$ cat src/rtl/crypt_stream_ctrl.sv
// crypt_stream_ctrl: command-framed bridge between an 8-bit UART byte stream
// and a BLOCK_W-wide block cipher core.
//
// Commands (first byte of a frame, accepted in IDLE):
//   'K' + KEY_W/8 bytes   : load cipher key, answer 0x06
//   'I' + BLOCK_W/8 bytes : load CBC chaining value, answer 0x06
//   'E' + BLOCK_W/8 bytes : encrypt block in ECB mode, answer with result bytes
//   'C' + BLOCK_W/8 bytes : encrypt block in CBC mode, answer with result bytes
//   anything else         : answer 0x3F
// All multi-byte fields travel MSB-first in both directions.
//
// Ports:
//   clk, rst_n        clock, synchronous active-low reset
//   s_axis_*          command/data bytes from uart
//   m_axis_*          response bytes to uart
//   c_m_axis_*        block towards cipher core
//   c_s_axis_*        result from cipher core
//   key, key_update   current key and one-cycle pulse after it changes
module crypt_stream_ctrl #(
  parameter int unsigned BLOCK_W = 64,
  parameter int unsigned KEY_W   = 48,
  parameter logic [KEY_W-1:0]   INIT_KEY = '0,
  parameter logic [BLOCK_W-1:0] INIT_IV  = '0
) (
  input  logic               clk,
  input  logic               rst_n,
  input  logic [7:0]         s_axis_tdata,
  input  logic               s_axis_tvalid,
  output logic               s_axis_tready,
  output logic [7:0]         m_axis_tdata,
  output logic               m_axis_tvalid,
  input  logic               m_axis_tready,
  output logic [BLOCK_W-1:0] c_m_axis_tdata,
  output logic               c_m_axis_tvalid,
  input  logic               c_m_axis_tready,
  input  logic [BLOCK_W-1:0] c_s_axis_tdata,
  input  logic               c_s_axis_tvalid,
  output logic               c_s_axis_tready,
  output logic [KEY_W-1:0]   key,
  output logic               key_update
);

  localparam int unsigned RxW      = (BLOCK_W > KEY_W) ? BLOCK_W : KEY_W;
  localparam int unsigned MaxBytes = RxW / 8;
  localparam int unsigned CntW     = (MaxBytes > 2) ? $clog2(MaxBytes) : 1;
  localparam logic [CntW-1:0] BlkLast = CntW'(BLOCK_W / 8 - 1);
  localparam logic [CntW-1:0] KeyLast = CntW'(KEY_W / 8 - 1);

  localparam logic [7:0] CmdKey  = 8'h4B;
  localparam logic [7:0] CmdIv   = 8'h49;
  localparam logic [7:0] CmdEcb  = 8'h45;
  localparam logic [7:0] CmdCbc  = 8'h43;
  localparam logic [7:0] CodeAck = 8'h06;
  localparam logic [7:0] CodeErr = 8'h3F;

  typedef enum logic [2:0] {
    StIdle,
    StRxKey,
    StRxIv,
    StRxBlk,
    StCiphSend,
    StCiphWait,
    StTxBlk,
    StTxAck
  } state_e;

  state_e             state_q, state_d;
  logic [CntW-1:0]    cnt_q, cnt_d;
  // Holds all but the newest byte of the field being received; the newest byte
  // is appended combinationally so the full field is usable on the last edge.
  logic [RxW-9:0]     rx_q, rx_d;
  logic [RxW-1:0]     rx_next;
  logic [KEY_W-1:0]   key_q, key_d;
  logic               key_upd_q, key_upd_d;
  logic [BLOCK_W-1:0] chain_q, chain_d;
  logic [BLOCK_W-1:0] blk_q, blk_d;
  logic [BLOCK_W-1:0] tx_q, tx_d;
  logic [7:0]         ack_q, ack_d;
  logic               cbc_q, cbc_d;
  logic               s_hs;

  assign rx_next = {rx_q, s_axis_tdata};
  assign s_hs    = s_axis_tvalid && s_axis_tready;

  always_comb begin
    state_d   = state_q;
    cnt_d     = cnt_q;
    rx_d      = rx_q;
    key_d     = key_q;
    key_upd_d = 1'b0;
    chain_d   = chain_q;
    blk_d     = blk_q;
    tx_d      = tx_q;
    ack_d     = ack_q;
    cbc_d     = cbc_q;

    unique case (state_q)
      StIdle: begin
        if (s_hs) begin
          cnt_d = '0;
          unique case (s_axis_tdata)
            CmdKey: state_d = StRxKey;
            CmdIv:  state_d = StRxIv;
            CmdEcb: begin
              state_d = StRxBlk;
              cbc_d   = 1'b0;
            end
            CmdCbc: begin
              state_d = StRxBlk;
              cbc_d   = 1'b1;
            end
            default: begin
              state_d = StTxAck;
              ack_d   = CodeErr;
            end
          endcase
        end
      end

      StRxKey: begin
        if (s_hs) begin
          rx_d  = rx_next[RxW-9:0];
          cnt_d = cnt_q + CntW'(1);
          if (cnt_q == KeyLast) begin
            key_d     = rx_next[KEY_W-1:0];
            key_upd_d = 1'b1;
            ack_d     = CodeAck;
            cnt_d     = '0;
            state_d   = StTxAck;
          end
        end
      end

      StRxIv: begin
        if (s_hs) begin
          rx_d  = rx_next[RxW-9:0];
          cnt_d = cnt_q + CntW'(1);
          if (cnt_q == BlkLast) begin
            chain_d = rx_next[BLOCK_W-1:0];
            ack_d   = CodeAck;
            cnt_d   = '0;
            state_d = StTxAck;
          end
        end
      end

      StRxBlk: begin
        if (s_hs) begin
          rx_d  = rx_next[RxW-9:0];
          cnt_d = cnt_q + CntW'(1);
          if (cnt_q == BlkLast) begin
            blk_d   = rx_next[BLOCK_W-1:0] ^ (cbc_q ? chain_q : '0);
            cnt_d   = '0;
            state_d = StCiphSend;
          end
        end
      end

      StCiphSend: begin
        if (c_m_axis_tready) begin
          cnt_d   = '0;
          state_d = StCiphWait;
        end
      end

      StCiphWait: begin
        if (c_s_axis_tvalid) begin
          tx_d = c_s_axis_tdata;
          if (cbc_q) begin
            chain_d = c_s_axis_tdata;
          end
          cnt_d   = '0;
          state_d = StTxBlk;
        end
      end

      StTxBlk: begin
        if (m_axis_tready) begin
          tx_d  = tx_q << 8;
          cnt_d = cnt_q + CntW'(1);
          if (cnt_q == BlkLast) begin
            cnt_d   = '0;
            state_d = StIdle;
          end
        end
      end

      StTxAck: begin
        if (m_axis_tready) begin
          cnt_d   = '0;
          state_d = StIdle;
        end
      end

      default: begin
        cnt_d   = '0;
        state_d = StIdle;
      end
    endcase
  end

  always_ff @(posedge clk) begin
    if (!rst_n) begin
      state_q   <= StIdle;
      cnt_q     <= '0;
      rx_q      <= '0;
      key_q     <= INIT_KEY;
      key_upd_q <= 1'b0;
      chain_q   <= INIT_IV;
      blk_q     <= '0;
      tx_q      <= '0;
      ack_q     <= '0;
      cbc_q     <= 1'b0;
    end else begin
      state_q   <= state_d;
      cnt_q     <= cnt_d;
      rx_q      <= rx_d;
      key_q     <= key_d;
      key_upd_q <= key_upd_d;
      chain_q   <= chain_d;
      blk_q     <= blk_d;
      tx_q      <= tx_d;
      ack_q     <= ack_d;
      cbc_q     <= cbc_d;
    end
  end

  // Gated with rst_n so the uart never sees a ready while reset is held.
  assign s_axis_tready   = rst_n && ((state_q == StIdle) || (state_q == StRxKey) ||
                                     (state_q == StRxIv) || (state_q == StRxBlk));
  assign m_axis_tvalid   = (state_q == StTxBlk) || (state_q == StTxAck);
  assign m_axis_tdata    = (state_q == StTxAck) ? ack_q : tx_q[BLOCK_W-1 -: 8];
  assign c_m_axis_tvalid = (state_q == StCiphSend);
  assign c_m_axis_tdata  = blk_q;
  assign c_s_axis_tready = (state_q == StCiphWait);
  assign key             = key_q;
  assign key_update      = key_upd_q;

endmodule
$ cat config.mk
export PLATFORM = sky130hd
export DESIGN_NAME = crypt_stream_ctrl
export DESIGN_NICKNAME = d
export VERILOG_FILES = /design/src/rtl/crypt_stream_ctrl.sv
export SDC_FILE = /design/constraint.sdc
export NUM_CORES = 1
export LEC_CHECK = 0
export ABC_AREA = 1
export BUFFER_PORTS_ARGS = -buffer_cell sky130_fd_sc_hd__buf_2
export CORE_UTILIZATION = 23
export DETAILED_ROUTE_END_ITERATION = 10
export PLACE_DENSITY_LB_ADDON = 0.25
export SETUP_SLACK_MARGIN = 0.05
export SYNTH_ARGS = -nofsm -noshare
export SYNTH_HDL_FRONTEND = slang
export SYNTH_SLANG_ARGS = --single-unit
$ cat constraint.sdc
create_clock -name clk -period 3.75 [get_ports clk]
set_clock_uncertainty 0.05 [all_clocks]
set_input_delay 0.75 -clock clk [delete_from_list [all_inputs] [get_ports clk]]
set_output_delay 0.75 -clock clk [all_outputs]
set_load 0.03 [all_outputs]
Yosys cells after proc, flatten, opt, wreduce, memory -nomap -nowiden
Cells that the tools add are included.

Add/subtract/negate cells: 1. Equal/unequal tests: 28. Multiplexer cells: 42. Bitwise logic cells: 1. Reduce and logical (&&, ||, !) cells: 25.

Operators by type and width (count): 64-bit two-way mux (7); 64-bit case mux with 2 select lines (2); 64-bit bitwise XOR (1); 3-bit two-way mux (20); 8-bit two-way mux (7); 8-bit by 7-bit equality test with 1-bit output (second input constant) (4); 2-bit != test (second input constant) (12); 3-bit case mux with 8 select lines (1); 8-bit case mux with 3 select lines (1); 3-bit case mux with 7 select lines (1); 3-bit equality test (second input constant) (6); 3-bit AND reduction (5); 7-bit AND reduction (2); 12-bit AND reduction (1); 3-bit case mux with 3 select lines (1); 3-bit by 2-bit equality test with 1-bit output (second input constant) (2); 2-bit by 1-bit != test with 1-bit output (second input constant) (3); 2-bit nonzero test (3); 5-bit AND reduction (1); 1-bit logical OR (4); 2-bit OR reduction (2); 4-bit OR reduction (1); 3-bit by 1-bit adder with 3-bit output (second input constant) (1); 3-bit by 1-bit equality test with 1-bit output (second input constant) (1); 7 further kinds (8).

Register bits after elaboration: 312. Input bits: 78. Output and inout port bits: 125. Logic and storage cells: 107.

Logic depth before layout (Yosys ltp)
Gate-level depths: netlist of run 1.

Depth in word-level cells: 8. Gate-level depth with buffers: 11. Gate-level depth less buffers: 11.

Worst setup path before layout of run 1
Ideal clock, no wire load.

Path type: input port to output port. Start point: input port rst_n. End point: output port s_axis_tready. Arrival: 1894 ps. Required time: 2950 ps. Slack: 1056 ps. Stages: 5. Buffers on the path: 3. Cells stage by stage: buf_2 -> clkbuf_1 -> inv_1 -> clkbuf_1 -> nor2_1.

Word-level cells in the longest chain between the ends: 1.

RTL lines: start, declared (line 26) `input logic rst_n,`; 1-bit logical AND (line 229) `assign s_axis_tready = rst_n && ((state_q == StIdle) || (state_q == StRxKey) ||`; end, declared (line 29) `output logic s_axis_tready,`.

Every way passes these cells.

Final worst setup path of run 1
Start point: register state_q[1]. End point: output port m_axis_tdata[2].

Word-level cells in the longest chain between the ends: 2.

RTL lines: start, declared (line 67) `state_e state_q, state_d;`; start signal, assigned (line 204) `state_q <= StIdle;`; start signal, assigned (line 215) `state_q <= state_d;`; 3-bit equality test (line 232) `assign m_axis_tdata = (state_q == StTxAck) ? ack_q : tx_q[BLOCK_W-1 -: 8];`; 8-bit two-way mux (line 232); end, declared (line 30) `output logic [7:0] m_axis_tdata,`.

Every way passes these cells.

==> results.md, run 1 <==
- The TritonCTS clock tree is built.
- The leftover overflow at the end of global routing is 0.
- The final layout net count is 1944.
- Yosys attributes the largest share of cell area to sky130_fd_sc_hd__dfxtp_1 46%, sky130_fd_sc_hd__o21ai_0 10%, sky130_fd_sc_hd__a21oi_1 9.2%, sky130_fd_sc_hd__nand2_1 8.8%, sky130_fd_sc_hd__xor2_1 4.2%.
- The depth of the most critical reg-to-reg path is 7.
- Compared with the post-synthesis result, the final layout area differs by 19.7%.
- The total power per unit cell area is 554 nW/um^2.
- The leakage power is 6.47 nW.
- In the final routed layout, each cell accounts on average for 17.3 um.
- After clock tree synthesis, the clock-pin slew on the worst setup and hold paths is 0.06 ns.
- The number of design rule violations left after detail routing is 0.
- The H-tree was split into 2 levels.
- The first routing iteration left 891 violations.
- Routability-driven placement finished with a final weighted congestion of 0.833.
- The leading register cell type out of synthesis is sky130_fd_sc_hd__dfxtp_1.
- The first global-routing pass estimated 70.4 mm of wire.
- The total negative slack for setup checks is 0 ns.
- The number of standard cells after synthesis is 1762.
- Counting distinct cell types in the post-synthesis netlist gives 30.
- The number of buffers inserted to repair setup after CTS is 0.
- In this run the tightest slew margin relative to its limit is 0.247.
- The die covers 59400 sq um.
- The critical path is of the reg -> out type.
- The clock latency on the worst-skew pair is 0.55 ns.
- The number of warnings printed during yosys synthesis is 0.
- Summed over all nets, the half-perimeter wirelength after detailed placement is 30.7 mm.
- CTS placed an instance of sky130_fd_sc_hd__clkbuf_16 at the clock tree root.
- The detailed-route vias per instance is 4.68.
- The via count is 12.4k.
- From left edge to right edge, the die measures 244 um.
- The worst-case IR drop observed on VDD is 0.355 mV.
- The number of synthesized flops with an enable pin is 0.
- Of the post-synthesis cell area, the dominant cell type holds 0.456.
- The smallest clock period supported by the final layout is computed as 3.11 ns.
- The synthesized cell area is 13400 sq um.
- After floorplanning, the core was sized to cover 57700 sq um.
- The worst flop-to-flop path startpoint is state_q[2].
- The count of cells resized by post-cts repair is 0.
- The leading cell type by number of instances after synthesis is sky130_fd_sc_hd__nand2_1.
- The number of nets in the synthesized netlist is 1843.
- The run finished with clean final reports.
- The max-cap violation count is 0.
- The count of hold-fix buffers inserted at cts is 0.
- The sequential share of the synthesized area is 0.456.
- Pin placement for this block handled 203 I/O pins.
- STA classifies the critical path endpoint as an output pin.
- The die is 244 um tall.
- The commonest cells after synthesis are 314 x sky130_fd_sc_hd__nand2_1, 306 x sky130_fd_sc_hd__dfxtp_1, 277 x sky130_fd_sc_hd__o21ai_0, 248 x sky130_fd_sc_hd__a21oi_1, 85 x sky130_fd_sc_hd__nor2_1.
- The critical path starts at state_q[1].
- The worst register-to-register path has a setup slack of 0.91 ns.
- The final-report setup violation count is 0.
- The number of antenna diodes in the final layout is 0.
- The largest net degree at the start of global routing is 266.
- Setup repair after global routing left no endpoint under its margin.
- The port buffer count is 202.
- The initial core utilization is 0.233.
- At the pin with the least slew margin, the transition time is 1.13 ns.
- The share of cells above drive strength 1 is 0.158.
- For the worst setup path, the data arrival time is 2.31 ns.
- The routed design has 46.0 mm of wire.
- The largest buffer count on any clock path is 3.
- The first detailed-routing pass ran for 5 iterations.
- Once layout is complete, the utilization of the core stands at 0.279.
- The worst hold path class is reg -> reg.
- The floorplan has 88 rows.
- The max-slew violation count was 0.
- The post-synthesis sequential element count is 306.
- Averaged over all synthesized cells, the footprint is 7.62 sq um.
- Of all nets on the critical path, the largest fanout is 31.
- The ratio of final minimum period to clock period is 0.830.
- Summed over all instances, the cell type with the most area after synthesis is sky130_fd_sc_hd__dfxtp_1.
- The number of clock sinks is 306.
- At the worst endpoint, the required time is 2.95 ns.
- The initial antenna violation count is 0.
- The total clock buffers created by CTS is 39.
- The post-synthesis async set-or-reset flop share is 0.
- The final count of hold timing violations was 0.
- The final total power is 0.00890 W.
- The count of nets left with antenna violations once routing finished came out at 0.
- The via count of the first global-routing pass is 11.7k.
- The highest attainable clock frequency is 321 MHz.
- The capture instance of the worst register-to-register path is tx_q[5].
- The most critical setup path has its endpoint at m_axis_tdata[2].
- STA classifies the critical path startpoint as a flop.
- For this run, the total global-route usage over all layers was measured as 0.151.
==> layer usage <==
layer | up-vias | global-route usage | part of all wire
met2 | 273 | 0.244 | 0.46
li1 | 6197 | - | -
met4 | 0 | 0.0412 | 0.020
met5 | - | 0 | 0
met3 | 53 | 0.0238 | 0.047
met1 | 5903 | 0.207 | 0.47
==> critical path: stages, from the launching register on <==
cell,delay (ns)
sky130_fd_sc_hd__dfxtp_2,0.71
sky130_fd_sc_hd__nand2_1,0.23
sky130_fd_sc_hd__nor2_1,0.30
sky130_fd_sc_hd__inv_1,0.19
sky130_fd_sc_hd__nand2_1,0.10
sky130_fd_sc_hd__nand2_1,0.06
sky130_fd_sc_hd__buf_2,0.18
==> per-stage QoR <==
stage | std cells | instance area (sq um) | setup WS [ns] | hold slack [ns]
floorplan | 1762 | 13400 | 1.06 | 0.387
global placement | 2587 | 14900 | 0.970 | 0.412
detailed placement | 2587 | 14900 | 0.870 | 0.421
CTS | 2656 | 16100 | 0.635 | 0.412
global route | 2656 | 16100 | 0.459 | 0.439
finish | 2656 | 16100 | 0.637 | 0.430
==> cell families (layout without fill, tap and decap cells) <==
family / after synthesis / in the layout / synth area share
xor gates and xnor gates: 64 / 64 / 0.0417
and+or+nand+nor: 552 / 552 / 0.190
buffers and inverters: 238 / 367 / 0.0797
AOI/OAI and AO/OA: 599 / 599 / 0.230
DFF: 306 / 306 / 0.456
adders and majority gates: 3 / 3 / 0.00280
==> where the power goes <==
part,internal [W],switching (W)
Sequential,0.00349,0.000273
Combinational,0.000440,0.00105
Clock,0.00215,0.00149
==> layout by cell type (no fill, tap or decap), drive strengths merged <==
cell	instances
a21oi	248
nand2	319
nor2	88
nand4	59
inv	78
clkbuf	58
nand3b	65
o21ai	292
clkinv	6
dfxtp	306
nor3	1
o31ai	1
xor2	64
a211oi	1
buf	220
clkinvlp	4
or2	1
ha	3
bufinv	1
a31oi	57
nand3	19
==> flip-flops by register name, summed over array words and instances (netlist names) <==
register / count
ack_q: 2
c_m_axis_tdata: 64
cbc_q: 1
chain_q: 64
cnt_q: 3
key: 48
key_update: 1
rx_q: 56
state_q: 3
tx_q: 64
==> worst min path at each step <==
stage	startpoint	endpoint	slack (ns)	depth (start not counted)
2_1_floorplan	ack_q[2]	ack_q[2]	0.39	2
3_3_place_gp	chain_q[61]	chain_q[61]	0.41	2
3_5_place_dp	tx_q[2]	tx_q[2]	0.42	2
4_1_cts	c_s_axis_tdata[56]	tx_q[56]	0.41	3
5_1_grt	c_s_axis_tdata[63]	tx_q[63]	0.44	3
6_report	tx_q[3]	tx_q[3]	0.43	2
==> cell type report <==
class                      count  area, sq um
clock inverter                11         93.8
timing repair buffer         220         1210
clock buffer                  58         1130
tap                          765          957
fill                        6359        41600
multi-input combinational   1218         6250
sequential                   306         6130
inverter                      78          299
Power figures use the tool's default switching activity.
==> run 2: changes to the inputs <==
- ABC_AREA: 1 -> 0
- clock period: 3.75 -> 2.65 ns (I/O delays scaled with it)
==> run 2 against run 1 <==
Area after synthesis fell by 0.75%. Sequential power up 33%. Hold slack got worse by 0.22 ns. Clock-buffer cell count down 2. Die area decreased by 0.74%. Critical path type unchanged. Largest power group is now clock. Highest routed layer unchanged.
==> results.md, run 2 <==
- The flow ran to the end, and the final reports show no timing, DRC or antenna violations.
- The xor and xnor area share after synthesis is 0.0427 (+0.000970).
- The vertical die dimension is 243 um (-0.37%).
- STA classifies the critical path endpoint as an output pin.
- The highest attainable clock frequency is 406 MHz.
- The post-synthesis sequential element count is 306 (unchanged).
- The endpoint arrival time on the critical path is 1.88 ns (-0.43 ns).
- The via count of the first global-routing pass came to 11.2k (-4.2%).
- The initial antenna violation count was 0 (unchanged).
- The wire length of the first global-routing pass came to 70.5 mm (about the same).
- The final count of hold timing violations was 0 (unchanged).
- Subtracting the final worst setup slack from the clock period gives 2.46 ns.
- The number of diodes added for antenna fixing was 0 (unchanged).
- The switching part of the total power is 0.286 (-0.0296).
- The number of design rule violations left after detail routing is 0 (unchanged).
- The sequential share of the synthesized area came to 0.460 (+0.00342).
- The net switching power figure was 0.00339 W (+21%).
- The net count after synthesis was 1653 (-10%).
- The kind of critical path is reg -> out.
- The count of hold-fix buffers inserted at cts is 0 (unchanged).
- The placed wire-length estimate after detailed placement is 31.3 mm (+2.0%).
- Leaving out fill and tap cells, the most frequent cells in the layout are 340 x sky130_fd_sc_hd__nand2_1, 302 x sky130_fd_sc_hd__dfxtp_1, 201 x sky130_fd_sc_hd__buf_2, 141 x sky130_fd_sc_hd__nor2_1, 104 x sky130_fd_sc_hd__a21oi_1.
- The mux cell area share after synthesis is 0.00160 (+0.00160).
- The fraction of the mapped netlist area in simple logic gates is 0.160 (-0.0296).
- The final-report setup violation count is 0 (unchanged).
- The number of fillers in the final layout is 6171 (-3.0%).
- The cell row count came to 87 (-1.1%).
- The global-route usage over all layers was 0.153 (+0.00197).
- The area fraction of the dominant cell type after synthesis is 0.460 (+0.00342).
- The max-slew violation count is 0 (unchanged).
- The part of the total power dissipated in combinational logic is 0.146 (-0.021).
- The post-synthesis area per instance is 8.48 sq um (+11%).
- The area taken by flip-flops and latches is 6130 sq um (about the same).
- Summed over all instances, the cell type with the most area after synthesis is sky130_fd_sc_hd__dfxtp_1.
- The die outline area is 58900 sq um (-0.74%).
- Among all flip-flop cells after synthesis, the most frequent one is sky130_fd_sc_hd__dfxtp_1.
- The die span in x came to 243 um (-0.37%).
- By count the netlist is led by 341 x sky130_fd_sc_hd__nand2_1, 306 x sky130_fd_sc_hd__dfxtp_1, 143 x sky130_fd_sc_hd__nor2_1, 104 x sky130_fd_sc_hd__a21oi_1, 71 x sky130_fd_sc_hd__inv_1.
- The max-cap violation count is 0 (unchanged).
- The worst-path maximum fanout is 11 (-65%).
- The remaining number of nets flagged by the antenna check after routing came to 0 (unchanged).
- The largest buffer count on any clock path came to 3 (unchanged).
- The synthesized cell area is 13300 sq um (-0.75%).
- The routed wire length is 45.9 mm (-0.10%).
- Relative to the synthesized area, the layout overhead comes to 21.2%.
- The kind of start point of the critical path is a flop.
- The number of design-rule violations left by the first detailed-router iteration is 851 (-4.5%).
- The critical path required time is 2.07 ns (-0.88 ns).
- TritonCTS built the clock tree.
- The first-pass iteration count of the detailed router is 5 (unchanged).
- Setup repair after global routing left no endpoint under its margin.
- The detailed-route vias per instance was 4.64 (-0.77%).
- The largest family of logic cells by synthesized area is compound AO/OA/AOI/OAI gates.
- The fraction of the mapped netlist area in compound gates is 0.258 (+0.0280).
- Ranked by total cell area, the synthesized netlist is headed by sky130_fd_sc_hd__dfxtp_1 46%, sky130_fd_sc_hd__nand2_1 9.6%, sky130_fd_sc_hd__o211a_1 4.2%, sky130_fd_sc_hd__xor2_1 4.2%, sky130_fd_sc_hd__o221a_2 4.1%.
- The number of buffers inserted to repair setup after CTS came to 0 (unchanged).
- The peak supply drop is 0.363 mV (+2.1%).
- The total number of H-tree levels is 2 (unchanged).
- The total power per unit cell area came to 733 nW/um^2 (+32%).
- The area of the core region is 56800 sq um (-1.5%).
- The via count was 11.5k (-7.4%).
- The number of standard cells after synthesis is 1572 (-11%).
- In the finished design, the share of the clock period the worst path needs comes to 0.930.
- The initial core utilization is 0.235 (+0.00182).
- The number of ports placed on the die boundary came to 203 (unchanged).
- The number of synthesized flops with an enable pin came to 0 (unchanged).
- The CTS clock-pin slew for the worst setup and hold paths is 0.06 ns (about the same).
- The distinct cell type count after synthesis came to 60 (+100%).
- The post-synthesis async set-or-reset flop share is 0 (unchanged).
- The power share of the sequential group is 0.423 (about the same).
- The largest net degree at the start of global routing is 74 (-72%).
- The worst-margin pin slew was 0.767 ns (-0.362 ns).
- The final layout net count is 1779 (-8.5%).
- The total clock buffers created by CTS was 38 (-2.6%).
- The worst hold path class is in -> reg.
- The adder-cell share of the synthesized area is 0.00282 (+0.0000210).
- The routed wire length per instance is 18.5 um (+7.1%).
- The number of clock sinks was 306 (unchanged).
- The share of cells above drive strength 1 is 0.222 (+0.0637).
- The clock latency on the worst-skew pair was 0.55 ns (about the same).
- The area used by multi-input combinational logic came to 6240 sq um (-0.24%).
- The library cell used most frequently in the layout, excluding fill and tap cells, is sky130_fd_sc_hd__nand2_1.
- The clock network fraction of total power came to 0.431 (+0.021).
- The leftover overflow at the end of global routing is 0 (unchanged).
- Clock tree synthesis selected as its root buffer the cell sky130_fd_sc_hd__clkbuf_16.
- The relative slew slack came to 0.488 (+0.241).
- The total negative slack for setup checks is 0 ns (unchanged).
- The internal power consumption is 0.00846 W (+39%).
- The leading cell type by number of instances after synthesis is sky130_fd_sc_hd__nand2_1.
- The port buffer count is 202 (unchanged).
- The leakage power is 6.65 nW (+2.8%).
- The routability-driven placement congestion ratio is 0.767 (-8.0%).
- The number of warnings printed during yosys synthesis was 0 (unchanged).
- The final total power is 0.0118 W (+33%).
run 2: cell types whose count changed after synthesis, moves of 16 or more:
cell	change
sky130_fd_sc_hd__nand2_1	+27
sky130_fd_sc_hd__o221a_2	+48
sky130_fd_sc_hd__o211ai_1	+56
sky130_fd_sc_hd__a21oi_1	-144
sky130_fd_sc_hd__o211a_1	+56
sky130_fd_sc_hd__nand3b_1	-64
sky130_fd_sc_hd__buf_4	-17
sky130_fd_sc_hd__o221a_1	+16
sky130_fd_sc_hd__nand4_1	-58
sky130_fd_sc_hd__a211oi_1	+64
sky130_fd_sc_hd__o21ai_0	-274
sky130_fd_sc_hd__nor2_1	+58
run 2: metrics by stage:
stage | cell area (sq um) | hold WS, ns | setup slack [ns] | util | instances
4_1_cts | 16200 | 0.175 | 0.0526 | 0.284 | 2478
5_1_grt | 16200 | 0.215 | 0.0719 | 0.284 | 2478
3_3_place_gp | 14900 | 0.391 | 0.349 | 0.263 | 2414
3_5_place_dp | 14900 | 0.396 | 0.346 | 0.263 | 2414
2_1_floorplan | 13300 | 0.376 | 0.756 | - | 1572
6_report | 16200 | 0.206 | 0.186 | 0.284 | 2478
run 2: final cells by class:
type                       count  share of cell area
timing repair buffer         235              0.0835
clock buffer                  56              0.0698
sequential                   306               0.379
inverter                      72              0.0173
clock inverter                 8             0.00542
multi-input combinational   1045               0.386
tap                          756              0.0585
run 2: layer usage:
| metal | track usage | up-vias | wire [um] |
|---|---|---|---|
| li1 | - | 5693 | - |
| met1 | 0.201 | 5458 | 21300 |
| met2 | 0.253 | 293 | 21600 |
| met3 | 0.0244 | 60 | 1840 |
| met4 | 0.0509 | 0 | 1120 |
| met5 | 0 | - | 0 |
run 2: logic make-up after synthesis:
logic type / count (synthesis)
adders and majority gates: 3
muxes: 2
DFF: 306
AOI/OAI and AO/OA: 447
buffers and inverters: 221
xor gates and xnor gates: 65
and+or+nand+nor: 528
run 2: final timing paths:
| path | from | to | slack, ns | cells after the start |
|---|---|---|---|---|
| max | state_q[0] | m_axis_tdata[6] | 0.19 | 4 |
| min | c_s_axis_tdata[7] | tx_q[7] | 0.21 | 3 |
| max reg2reg | cnt_q[0] | chain_q[33] | 0.42 | 7 |
| min reg2reg | key[31] | key[31] | 0.40 | 2 |
run 2: worst max-delay path, stage by stage (launching register included):
cell                      delay, ns
sky130_fd_sc_hd__dfxtp_2       0.45
sky130_fd_sc_hd__and2_1        0.31
sky130_fd_sc_hd__nand2_2       0.19
sky130_fd_sc_hd__and2_1        0.22
sky130_fd_sc_hd__buf_2         0.17
run 2: power by group through the flow:
| stage | Sequential, W | Clock, W | Combinational (W) |
|---|---|---|---|
| 2_1_floorplan | 0.00498 | 0 | 0.00132 |
| 3_3_place_gp | 0.00509 | 0 | 0.00170 |
| 3_5_place_dp | 0.00510 | 0 | 0.00173 |
| 4_1_cts | 0.00501 | 0.00525 | 0.00174 |
| 5_1_grt | 0.00504 | 0.00543 | 0.00190 |
| 6_report | 0.00501 | 0.00511 | 0.00173 |
run 2: timing repair:
action	in CTS	in global routing
hold endpoints to repair	0	0
endpoints found under the setup margin	9	8
gates resized for setup	4	2
pin swaps	0	0
==> run 3: changes to the inputs <==
- CORE_UTILIZATION: 23 -> 40
==> run 3 against run 2 <==
Maximum frequency shrank 2.0%. Global-route usage grew 6.9 points. Largest cell class unchanged. Clock-buffer cell count shrank 13. Sequential share of layout area grew 1.1 points. Final cell count shrank 13%. Utilization grew 20 points. Critical endpoint is now c_s_axis_tready. Non-clock buffer count shrank 4. Cell area shrank 2.9%. Wire length shrank 18%. Via count shrank 0.55%. Critical path depth shrank 1.
==> results.md, run 3 (synthesis gave the netlist of run 2 again) <==
- The area of the core region was 32700 sq um (-42%).
- The worst-path maximum fanout is 17 (+6).
- The number of buffers inserted to repair setup after CTS is 0 (unchanged).
- The net switching power figure is 0.00319 W (-5.8%).
- The internal power consumption came to 0.00836 W (-1.2%).
- The final total power is 0.0115 W (-2.5%).
- The number of ports placed on the die boundary is 203 (unchanged).
- The CTS root buffer is sky130_fd_sc_hd__clkbuf_16.
- The wire length of the first global-routing pass is 60.1 mm (-15%).
- The critical path's slowest cell is sky130_fd_sc_hd__and3b_4.
- The peak supply drop is 0.437 mV (+20%).
- The leftover overflow at the end of global routing is 0 (unchanged).
- The kind of start point of the critical path is a flop.
- The max-slew violation count is 0 (unchanged).
- The via count of the first global-routing pass was 10.9k (-3.2%).
- The minimum period implied by the final worst setup slack is 2.51 ns (+0.0502 ns).
- The share of cells above drive strength 1 is 0.216 (-0.00571).
- The endpoint arrival time on the critical path is 1.93 ns (+0.05 ns).
- The routability-driven placement congestion ratio is 0.781 (+1.8%).
- The worst hold path class is in -> reg.
- The largest net degree at the start of global routing was 81 (+9.5%).
- The worst hold slack is 0.244 ns (+0.0377 ns).
- The post-layout worst setup margin is 0.136 ns (-0.0502 ns).
- The final count of hold timing violations was 0 (unchanged).
- The die span in x is 185 um (-24%).
- The run finished with clean final reports.
- The die outline area is 34100 sq um (-42%).
- The placed wire-length estimate after detailed placement was 24.9 mm (-20%).
- The routed wire length per instance came to 17.5 um (-5.6%).
- The final layout net count came to 1772 (-0.39%).
- The first-pass iteration count of the detailed router is 5 (unchanged).
- The part of the total power dissipated in combinational logic is 0.146 (about the same).
- The relative slew slack is 0.420 (-0.0686).
- The number of fillers in the final layout is 3303 (-46%).
- The kind of critical path is reg -> out.
- STA classifies the critical path endpoint as an output pin.
- The total negative slack for setup checks is 0 ns (unchanged).
- Setup repair after global routing left no endpoint under its margin.
- The clock latency on the worst-skew pair came to 0.51 ns (-0.04 ns).
- The leakage power came to 6.58 nW (-1.0%).
- The detailed-route vias per instance is 5.31 (+14%).
- In the layout the commonest cells are 341 x sky130_fd_sc_hd__nand2_1, 304 x sky130_fd_sc_hd__dfxtp_1, 201 x sky130_fd_sc_hd__buf_2, 141 x sky130_fd_sc_hd__nor2_1, 104 x sky130_fd_sc_hd__a21oi_1.
- The ratio of final minimum period to clock period is 0.949 (+0.0189).
- Leaving out fill and tap cells, the most frequent cell in the layout is sky130_fd_sc_hd__nand2_1.
- The cell area after placement is 14500 sq um (-2.7%).
- The remaining number of nets flagged by the antenna check after routing is 0 (unchanged).
- The number of clock sinks is 306 (unchanged).
- The port buffer count is 202 (unchanged).
- The number of design-rule violations left by the first detailed-router iteration was 815 (-4.2%).
- The critical path required time came to 2.07 ns (about the same).
- The TritonCTS clock tree is built.
- The total power per unit cell area is 736 nW/um^2 (+0.43%).
- The design area came to 15700 sq um (-2.9%).
- Traced cell by cell, the critical path runs through buf_4, and3b_4, buf_2.
- The final-report setup violation count came to 0 (unchanged).
- The number of design rule violations left after detail routing is 0 (unchanged).
- The routed wire length is 37.7 mm (-18%).
- The vertical die dimension is 185 um (-24%).
- The worst stage delay on the critical path is 0.50 ns (+0.05 ns).
- The number of diodes added for antenna fixing was 0 (unchanged).
- The total clock buffers created by CTS is 35 (-7.9%).
- The via count was 11.4k (-0.55%).
- The initial core utilization is 0.408 (+0.173).
- The max-cap violation count is 0 (unchanged).
- The highest attainable clock frequency is 398 MHz (-2.0%).
- The largest delay contributor family on the critical path is simple AND/OR/NAND/NOR gates.
- The CTS clock-pin slew for the worst setup and hold paths is 0.05 ns (about the same).
- The largest buffer count on any clock path came to 3 (unchanged).
- The clock network fraction of total power came to 0.422 (-0.009).
- The post-placement setup slack is 0.273 ns (-0.0727 ns).
- The count of buffering cells on the critical path with inverters included is 2 (+1).
- The power share of the sequential group is 0.432 (+0.009).
- The switching part of the total power is 0.276 (-0.00981).
- The worst-margin pin slew is 0.870 ns (+0.103 ns).
- Compared with the post-synthesis result, the final layout area differs by 17.7%.
- The global-route usage over all layers is 0.222 (+0.0692).
- The total number of H-tree levels is 2 (unchanged).
- The initial antenna violation count was 0 (unchanged).
- The cell row count is 66 (-24%).
==> run 3: per-layer routing <==
metal | up-vias | share of wire | track usage
li1 | 5687 | - | -
met1 | 5372 | 0.47 | 0.306
met2 | 313 | 0.46 | 0.360
met3 | 69 | 0.047 | 0.0296
met4 | 0 | 0.024 | 0.0660
met5 | - | 0 | 0
==> run 3: metrics by stage <==
step,util,cells
2_1_floorplan,-,1572
3_3_place_gp,0.444,2096
3_5_place_dp,0.444,2096
4_1_cts,0.480,2154
5_1_grt,0.480,2154
6_report,0.480,2154
==> run 3: worst reg2reg max path: cells and delay by family, from the launching register on <==
kind,cells,cell delay (ns)
flops,1,0.43
compound gates,3,0.63
simple gates,1,0.51
buf+inv,2,0.55
==> run 3: area by class of cell <==
cell class,count,area (sq um),area share
flip-flops and latches,306,6130,0.391
well taps,442,553,0.0353
clock inverters,15,201,0.0128
inverters,72,280,0.0179
clock buffers,43,947,0.0604
repair buffers,231,1340,0.0857
multi-input cells,1045,6230,0.397
==> run 3: timing repair <==
item,4_1_cts,5_1_grt
endpoints found under the hold margin,0,0
hold buffers,0,0
resized for setup,1,2
setup endpoints to repair,8,8
==> run 3: worst paths after layout <==
check | start | end | slack [ns] | depth (start not counted)
hold / removal | c_s_axis_tdata[1] | tx_q[1] | 0.24 | 3
setup reg to reg | state_q[1] | chain_q[37] | 0.44 | 6
setup / recovery | state_q[1] | c_s_axis_tready | 0.14 | 3
hold reg to reg | key[12] | key[12] | 0.40 | 2
==> run 3: power groups by stage <==
stage / sequential, W / clock (W) / combinational [W]
detailed placement: 0.00508 / 0 / 0.00167
global placement: 0.00507 / 0 / 0.00167
floorplan: 0.00498 / 0 / 0.00132
finish: 0.00499 / 0.00488 / 0.00168
global route: 0.00502 / 0.00517 / 0.00186
CTS: 0.00498 / 0.00496 / 0.00168
